<file path="config.mk">
export PLATFORM = sky130hd
export DESIGN_NAME = addr_decode_pipe
export DESIGN_NICKNAME = d
export VERILOG_FILES = /design/src/rtl/parameter_pkg.sv /design/src/rtl/region_match.sv /design/src/rtl/addr_decode_pipe.sv
export SDC_FILE = /design/constraint.sdc
export NUM_CORES = 1
export LEC_CHECK = 0
export ABC_AREA = 1
export BUFFER_PORTS_ARGS = -buffer_cell sky130_fd_sc_hd__buf_2
export CORE_MARGIN = 1
export CORE_UTILIZATION = 46
export CTS_CLUSTER_SIZE = 25
export DETAILED_ROUTE_END_ITERATION = 8
export GPL_ROUTABILITY_DRIVEN = 0
export PLACE_DENSITY_LB_ADDON = 0.15
export SLEW_MARGIN = 40
export SYNTH_ARGS = -nofsm -noshare
export SYNTH_HDL_FRONTEND = slang
export SYNTH_SLANG_ARGS = --single-unit
</file>
<file path="constraint.sdc">
create_clock -name clk_i -period 2.77 [get_ports clk_i]
set_clock_uncertainty 0.05 [all_clocks]
set_input_delay 0.277 -clock clk_i [delete_from_list [all_inputs] [get_ports clk_i]]
set_output_delay 0.277 -clock clk_i [all_outputs]
set_load 0.02 [all_outputs]
</file>
<file path="src/rtl/parameter_pkg.sv">
// Shared constants for the APB address decoder.
//   burst_e          : AXI AxBURST encodings
//   ERRCNT_W_DEFAULT : default width of the decode-error counter
//   A_START / A_END  : inclusive byte range of each slave (up to 16)
//   wrap_len_ok      : legal AxLEN values for a WRAP burst
package parameter_pkg;

  typedef enum logic [1:0] {
    BURST_FIXED = 2'b00,
    BURST_INCR  = 2'b01,
    BURST_WRAP  = 2'b10,
    BURST_RSVD  = 2'b11
  } burst_e;

  localparam int ERRCNT_W_DEFAULT = 16;
  localparam int MAX_SLAVES       = 16;

  localparam logic [31:0] A_START [0:15] = '{
    32'h4000_0000, 32'h4000_1000, 32'h4000_2000, 32'h4000_3000,
    32'h4000_4000, 32'h4000_5000, 32'h4000_6000, 32'h4000_7000,
    32'h4000_8000, 32'h4000_9000, 32'h4000_A000, 32'h4000_B000,
    32'h4000_C000, 32'h4000_D000, 32'h4000_E000, 32'h4000_F000
  };

  localparam logic [31:0] A_END [0:15] = '{
    32'h4000_0FFF, 32'h4000_1FFF, 32'h4000_2FFF, 32'h4000_3FFF,
    32'h4000_4FFF, 32'h4000_5FFF, 32'h4000_6FFF, 32'h4000_7FFF,
    32'h4000_8FFF, 32'h4000_9FFF, 32'h4000_AFFF, 32'h4000_BFFF,
    32'h4000_CFFF, 32'h4000_DFFF, 32'h4000_EFFF, 32'h4000_FFFF
  };

  function automatic logic wrap_len_ok(input logic [7:0] len);
    return (len == 8'd1) || (len == 8'd3) || (len == 8'd7) || (len == 8'd15);
  endfunction

endpackage

</file>
<file path="src/rtl/region_match.sv">
// Checks whether a burst byte range lies entirely inside one slave window.
//   low      : first byte of the burst
//   high     : last byte of the burst, one extra bit to carry an overflow
//   base     : first byte of the slave window
//   end_addr : last byte of the slave window (inclusive)
//   hit      : 1 when low..high is fully contained in base..end_addr
module region_match #(
  parameter int ADDR_W = 32
) (
  input  logic [ADDR_W-1:0] low,
  input  logic [ADDR_W:0]   high,
  input  logic [ADDR_W-1:0] base,
  input  logic [ADDR_W-1:0] end_addr,
  output logic              hit
);

  // An overflowed high (top bit set) can never be <= a zero-extended end.
  assign hit = (low >= base) && (high <= {1'b0, end_addr});

endmodule

</file>
<file path="src/rtl/addr_decode_pipe.sv">
// Two-stage valid/ready APB address decoder for AXI bursts.
//   clk_i, rst_i                  : clock, synchronous active-high reset
//   req_valid_i / req_ready_o     : upstream request handshake
//   start_addr_i, len_i, size_i,
//   burst_i                       : AXI burst description
//   dec_valid_o / dec_ready_i     : downstream result handshake
//   psel_o, slave_idx_o           : one-hot and binary selected slave
//   dec_error_o                   : no slave fully covers the burst
//   nonexist_transfer_o           : unsupported burst/size/length
//   err_cnt_o                     : saturating count of delivered decode errors
// Stage 1 holds the computed byte range, stage 2 holds the decode result.
module addr_decode_pipe
  import parameter_pkg::*;
#(
  parameter int SLAVE_CNT = 4,
  parameter int ADDR_W    = 32,
  parameter int ERRCNT_W  = ERRCNT_W_DEFAULT
) (
  input  logic                 clk_i,
  input  logic                 rst_i,
  input  logic                 req_valid_i,
  output logic                 req_ready_o,
  input  logic [ADDR_W-1:0]    start_addr_i,
  input  logic [7:0]           len_i,
  input  logic [2:0]           size_i,
  input  logic [1:0]           burst_i,
  output logic                 dec_valid_o,
  input  logic                 dec_ready_i,
  output logic [SLAVE_CNT-1:0] psel_o,
  output logic [3:0]           slave_idx_o,
  output logic                 dec_error_o,
  output logic                 nonexist_transfer_o,
  output logic [ERRCNT_W-1:0]  err_cnt_o
);

  localparam int AW1 = ADDR_W + 1;

  logic              s1_valid, s2_valid, s1_advance;
  logic [ADDR_W-1:0] s1_low;
  logic [AW1-1:0]    s1_high;
  logic              s1_nonexist;

  logic [AW1-1:0]    start_x, bytes, low_c, high_c;
  logic              nonexist_c;

  logic [SLAVE_CNT-1:0] hit, psel_c;
  logic [3:0]           idx_c;
  logic                 err_c;

  assign s1_advance  = !s2_valid || dec_ready_i;
  assign req_ready_o = !s1_valid || s1_advance;
  assign dec_valid_o = s2_valid;

  // Burst byte range; all arithmetic is one bit wider so a wrap past the
  // top of the address space shows up as high[ADDR_W].
  always_comb begin
    start_x = {1'b0, start_addr_i};
    bytes   = AW1'({len_i, 2'b00}) + AW1'(4);
    low_c   = start_x;
    high_c  = start_x + AW1'(3);
    case (burst_e'(burst_i))
      BURST_INCR: high_c = start_x + bytes - AW1'(1);
      BURST_WRAP: begin
        low_c  = start_x & ~(bytes - AW1'(1));
        high_c = low_c + bytes - AW1'(1);
      end
      default: ;
    endcase
    nonexist_c = (burst_i == BURST_RSVD) || (size_i != 3'd2) ||
                 ((burst_i == BURST_WRAP) && !wrap_len_ok(len_i));
  end

  always_ff @(posedge clk_i) begin
    if (rst_i) begin
      s1_valid    <= 1'b0;
      s1_low      <= '0;
      s1_high     <= '0;
      s1_nonexist <= 1'b0;
    end else if (req_ready_o) begin
      s1_valid <= req_valid_i;
      if (req_valid_i) begin
        s1_low      <= low_c[ADDR_W-1:0];
        s1_high     <= high_c;
        s1_nonexist <= nonexist_c;
      end
    end
  end

  for (genvar i = 0; i < SLAVE_CNT; i++) begin : g_slave
    region_match #(.ADDR_W(ADDR_W)) u_match (
      .low      (s1_low),
      .high     (s1_high),
      .base     (ADDR_W'(A_START[i])),
      .end_addr (ADDR_W'(A_END[i])),
      .hit      (hit[i])
    );
  end

  always_comb begin
    psel_c = (s1_nonexist || s1_high[ADDR_W]) ? '0 : hit;
    idx_c  = '0;
    for (int i = 0; i < SLAVE_CNT; i++) begin
      if (psel_c[i]) idx_c = 4'(i);
    end
    err_c = !s1_nonexist && (psel_c == '0);
  end

  always_ff @(posedge clk_i) begin
    if (rst_i) begin
      s2_valid            <= 1'b0;
      psel_o              <= '0;
      slave_idx_o         <= '0;
      dec_error_o         <= 1'b0;
      nonexist_transfer_o <= 1'b0;
    end else if (s1_advance) begin
      s2_valid <= s1_valid;
      if (s1_valid) begin
        psel_o              <= psel_c;
        slave_idx_o         <= idx_c;
        dec_error_o         <= err_c;
        nonexist_transfer_o <= s1_nonexist;
      end
    end
  end

  always_ff @(posedge clk_i) begin
    if (rst_i) begin
      err_cnt_o <= '0;
    end else if (s2_valid && dec_ready_i && dec_error_o && (err_cnt_o != '1)) begin
      err_cnt_o <= err_cnt_o + ERRCNT_W'(1);
    end
  end

endmodule

</file>
==> out/qor.yml <==
grt:
  gr-total-overflow: 0
  grt_usage_pct: 32.02
  grt_antenna_before_repair: 0
  grt_max_degree: 39
  grt_pass1_wl_um: 51290
  grt_pass1_vias: 10300
sta:
  rsz0062_at_grt: "true"
  layout_setup_ws_ns: -0.2021
  finalHoldViolCount: 0
  finalSetupViolations: 21
  max_freq_mhz: 336.5
  fin_crit_sh_pct: 107.3
  final_max_slew_viol_count: 0
  slew_headroom_pct: 50.98
  worst_hold_slack_ns: 0.09918
  min_period_ns: 2.972
  worst_pin_slew_ns: 0.7342
floorplan:
  io_pins: 77
  start_util_pct: 47.30
  die_y_um: 143.9
  die_area_um2: 20710
  rows: 51
  die_w_um: 143.9
  fp.coreArea_um2: 19590
setup_path:
  arrival_ns: 3.19
  r2r-start: "err_cnt_o[0]"
  cp-start-kind: "primary input"
  crit_start: "len_i[1]"
  crit_type: "in -> reg"
  critPathMaxFanout: 11
  cp.required_ns: 2.99
  cp-end-kind: "register"
logic_synthesis:
  avgSynthCellArea_um2: 5.558
  syn_inst: 1667
  synth.distinct_cells: 42
  seq_area_frac_synth_pct: 14.69
  async_flop_share_pct: 0
  yosys.area.top_type_share_pct: 21.59
  synth_seq_cells: 68
  synth_top_cell_by_area: "nand2_1"
  yosys_warnings: 0
  synth_area_um2: 9265
  yosys-top-cells-area: "nand2_1 (22%), dfxtp_1 (15%), ha_1 (13%)"
  synth_flop_cell: "dfxtp_1"
  synth_edf_count: 0
route:
  viasPerCell: 5.326
  dr.pass1.iters: 5
  drt_first_iter_violations: 708
  vias: 11340
  drc: 0
  wire_per_inst_um: 15.61
  routed_wl_um: 33240
  ant_nets: 0
clocking:
  cts-buffers-inserted: 9
  clkLatencyLatePin_ns: 0.34
  clock_sinks: 68
  cts_hold_buf: 0
  clkTransAtPathRegs_ns: 0.07
  cts_buffer_depth: 2
  cts_tree: "built"
  clock-root-buffer: "clkbuf_16"
  htreeDepth: 3
hold_path:
  hold_start: "size_i[1]"
  hold_class: "in -> reg"
run_status:
  violations: "setup timing"
  status: "finished with violations"
finish:
  diodes: 0
  final_cell_count_no_fill: 2129
  layout.cells.most_common: "nand2_1"
  layout_common_cells: "nand2_1 (445), inv_1 (254), buf_4 (134)"
  final_net_count: 2005
  syn_to_final_growth_pct: 33.90
  layout-drive-gt1-share_pct: 26.88
place:
  placedCellCount: 2095
  port-buffer-count: 74
  dp_hpwl_um: 25560
pwr:
  cellLeakagePower_uw: 0.006366
  p_per_area_nw_per_um2: 350.1
  vdd_drop_max_mv: 0.2684
run:
  drv_cap: 0
-- power breakdown --
| part | leakage [µW] | internal (µW) | switching [µW] |
|---|---|---|---|
| Clock | 0.000149 | 713 | 495 |
| Combinational | 0.00566 | 822 | 1250 |
| Sequential | 0.000558 | 1030 | 31.7 |
| Total | 0.00637 | 2560 | 1780 |
-- repair_timing --
action / in CTS / in global routing
gates resized for setup: 135 / 116
pin swaps: 74 / 73
setup endpoints to repair: 21 / 21
gates cloned: 1 / 0
setup buffers: 12 / 6
-- cells in the mapped netlist (4+ instances only) --
cell type,instances
xor2_1,9
nor4_1,4
ha_1,95
nand2_1,533
o21ai_1,4
inv_1,275
nor3_1,25
nand3_2,21
dfxtp_1,68
nand3_1,117
buf_2,7
o21bai_1,13
nand2_2,7
nor2_1,146
nor2_2,4
nand3b_1,9
o21ai_0,77
a21oi_1,142
nand4_1,36
and2_1,4
clkbuf_1,28
or2_2,5
buf_1,4
-- per-layer routing --
layer  global-route usage, %  share of wire (%)
met5                       0                  0
met4                   11.37                3.0
met3                   4.299                6.6
met2                   51.89                 46
met1                   43.09                 45
-- path summary, 6_finish.rpt --
check	endpoint	slack, ns	cells after the start
worst min register to register	psel_o[3]	0.41	2
worst min-delay path	s1_nonexist	0.1	2
worst max register to register	err_cnt_o[12]	0.71	10
worst max-delay path	s1_high[29]	-0.20	25
-- state kept, by name (all words and copies together) (netlist names) --
register             count
s1_valid                 1
nonexist_transfer_o      1
psel_o                   4
dec_error_o              1
s1_nonexist              1
err_cnt_o               16
slave_idx_o              2
s1_low                  20
s1_high                 21
dec_valid_o              1
-- metrics by stage --
step	total power, µW	util (%)	worst slack (ns)	instance area (µm²)	setup TNS [ns]
after floorplan	2182	-	-0.04169	9540	-0.04417
after global placement	2823	56.31	-0.7575	11030	-11.67
after detailed placement	2843	56.31	-0.7915	11030	-12.88
after CTS	4174	60.85	-0.1377	11920	-0.7649
after global routing	4592	63.33	-0.3819	12410	-6.330
final	4344	63.33	-0.2021	12410	-2.273
-- worst max-delay path, cell delays in order --
cell	delay (ns)
buf_6	0.10
inv_2	0.04
ha_4	0.26
nand2_2	0.06
nor2_4	0.13
nand2_2	0.08
nor2_4	0.14
nand4_4	0.13
buf_12	0.19
nand2_1	0.08
inv_1	0.08
ha_4	0.28
buf_4	0.11
nand2_1	0.13
inv_2	0.10
nand2_2	0.07
inv_1	0.07
nand2_1	0.09
nor2_1	0.21
nor2_1	0.09
nand3_1	0.07
nand3_1	0.11
nand2_1	0.09
nand2_1	0.06
a21oi_2	0.12
-- final cells by class --
cell class / instances / area [µm²]
clock inverter: 7 / 83.83
multi-input combinational: 1277 / 7702
inverter: 278 / 1046
clock buffer: 9 / 225.2
timing repair buffer: 225 / 1655
fill: 1879 / 7184
sequential: 68 / 1361
tap: 265 / 331.6
-- cell families after synthesis --
family | Yosys count | share of synthesized area, %
AOI/OAI and AO/OA | 245 | 13.83
other | 1 | 0.04047
buffers and inverters | 323 | 13.54
adders and majority gates | 97 | 13.26
xor gates and xnor gates | 9 | 0.8508
DFF | 68 | 14.69
and+or+nand+nor | 924 | 43.78
Power figures use the tool's default switching activity.
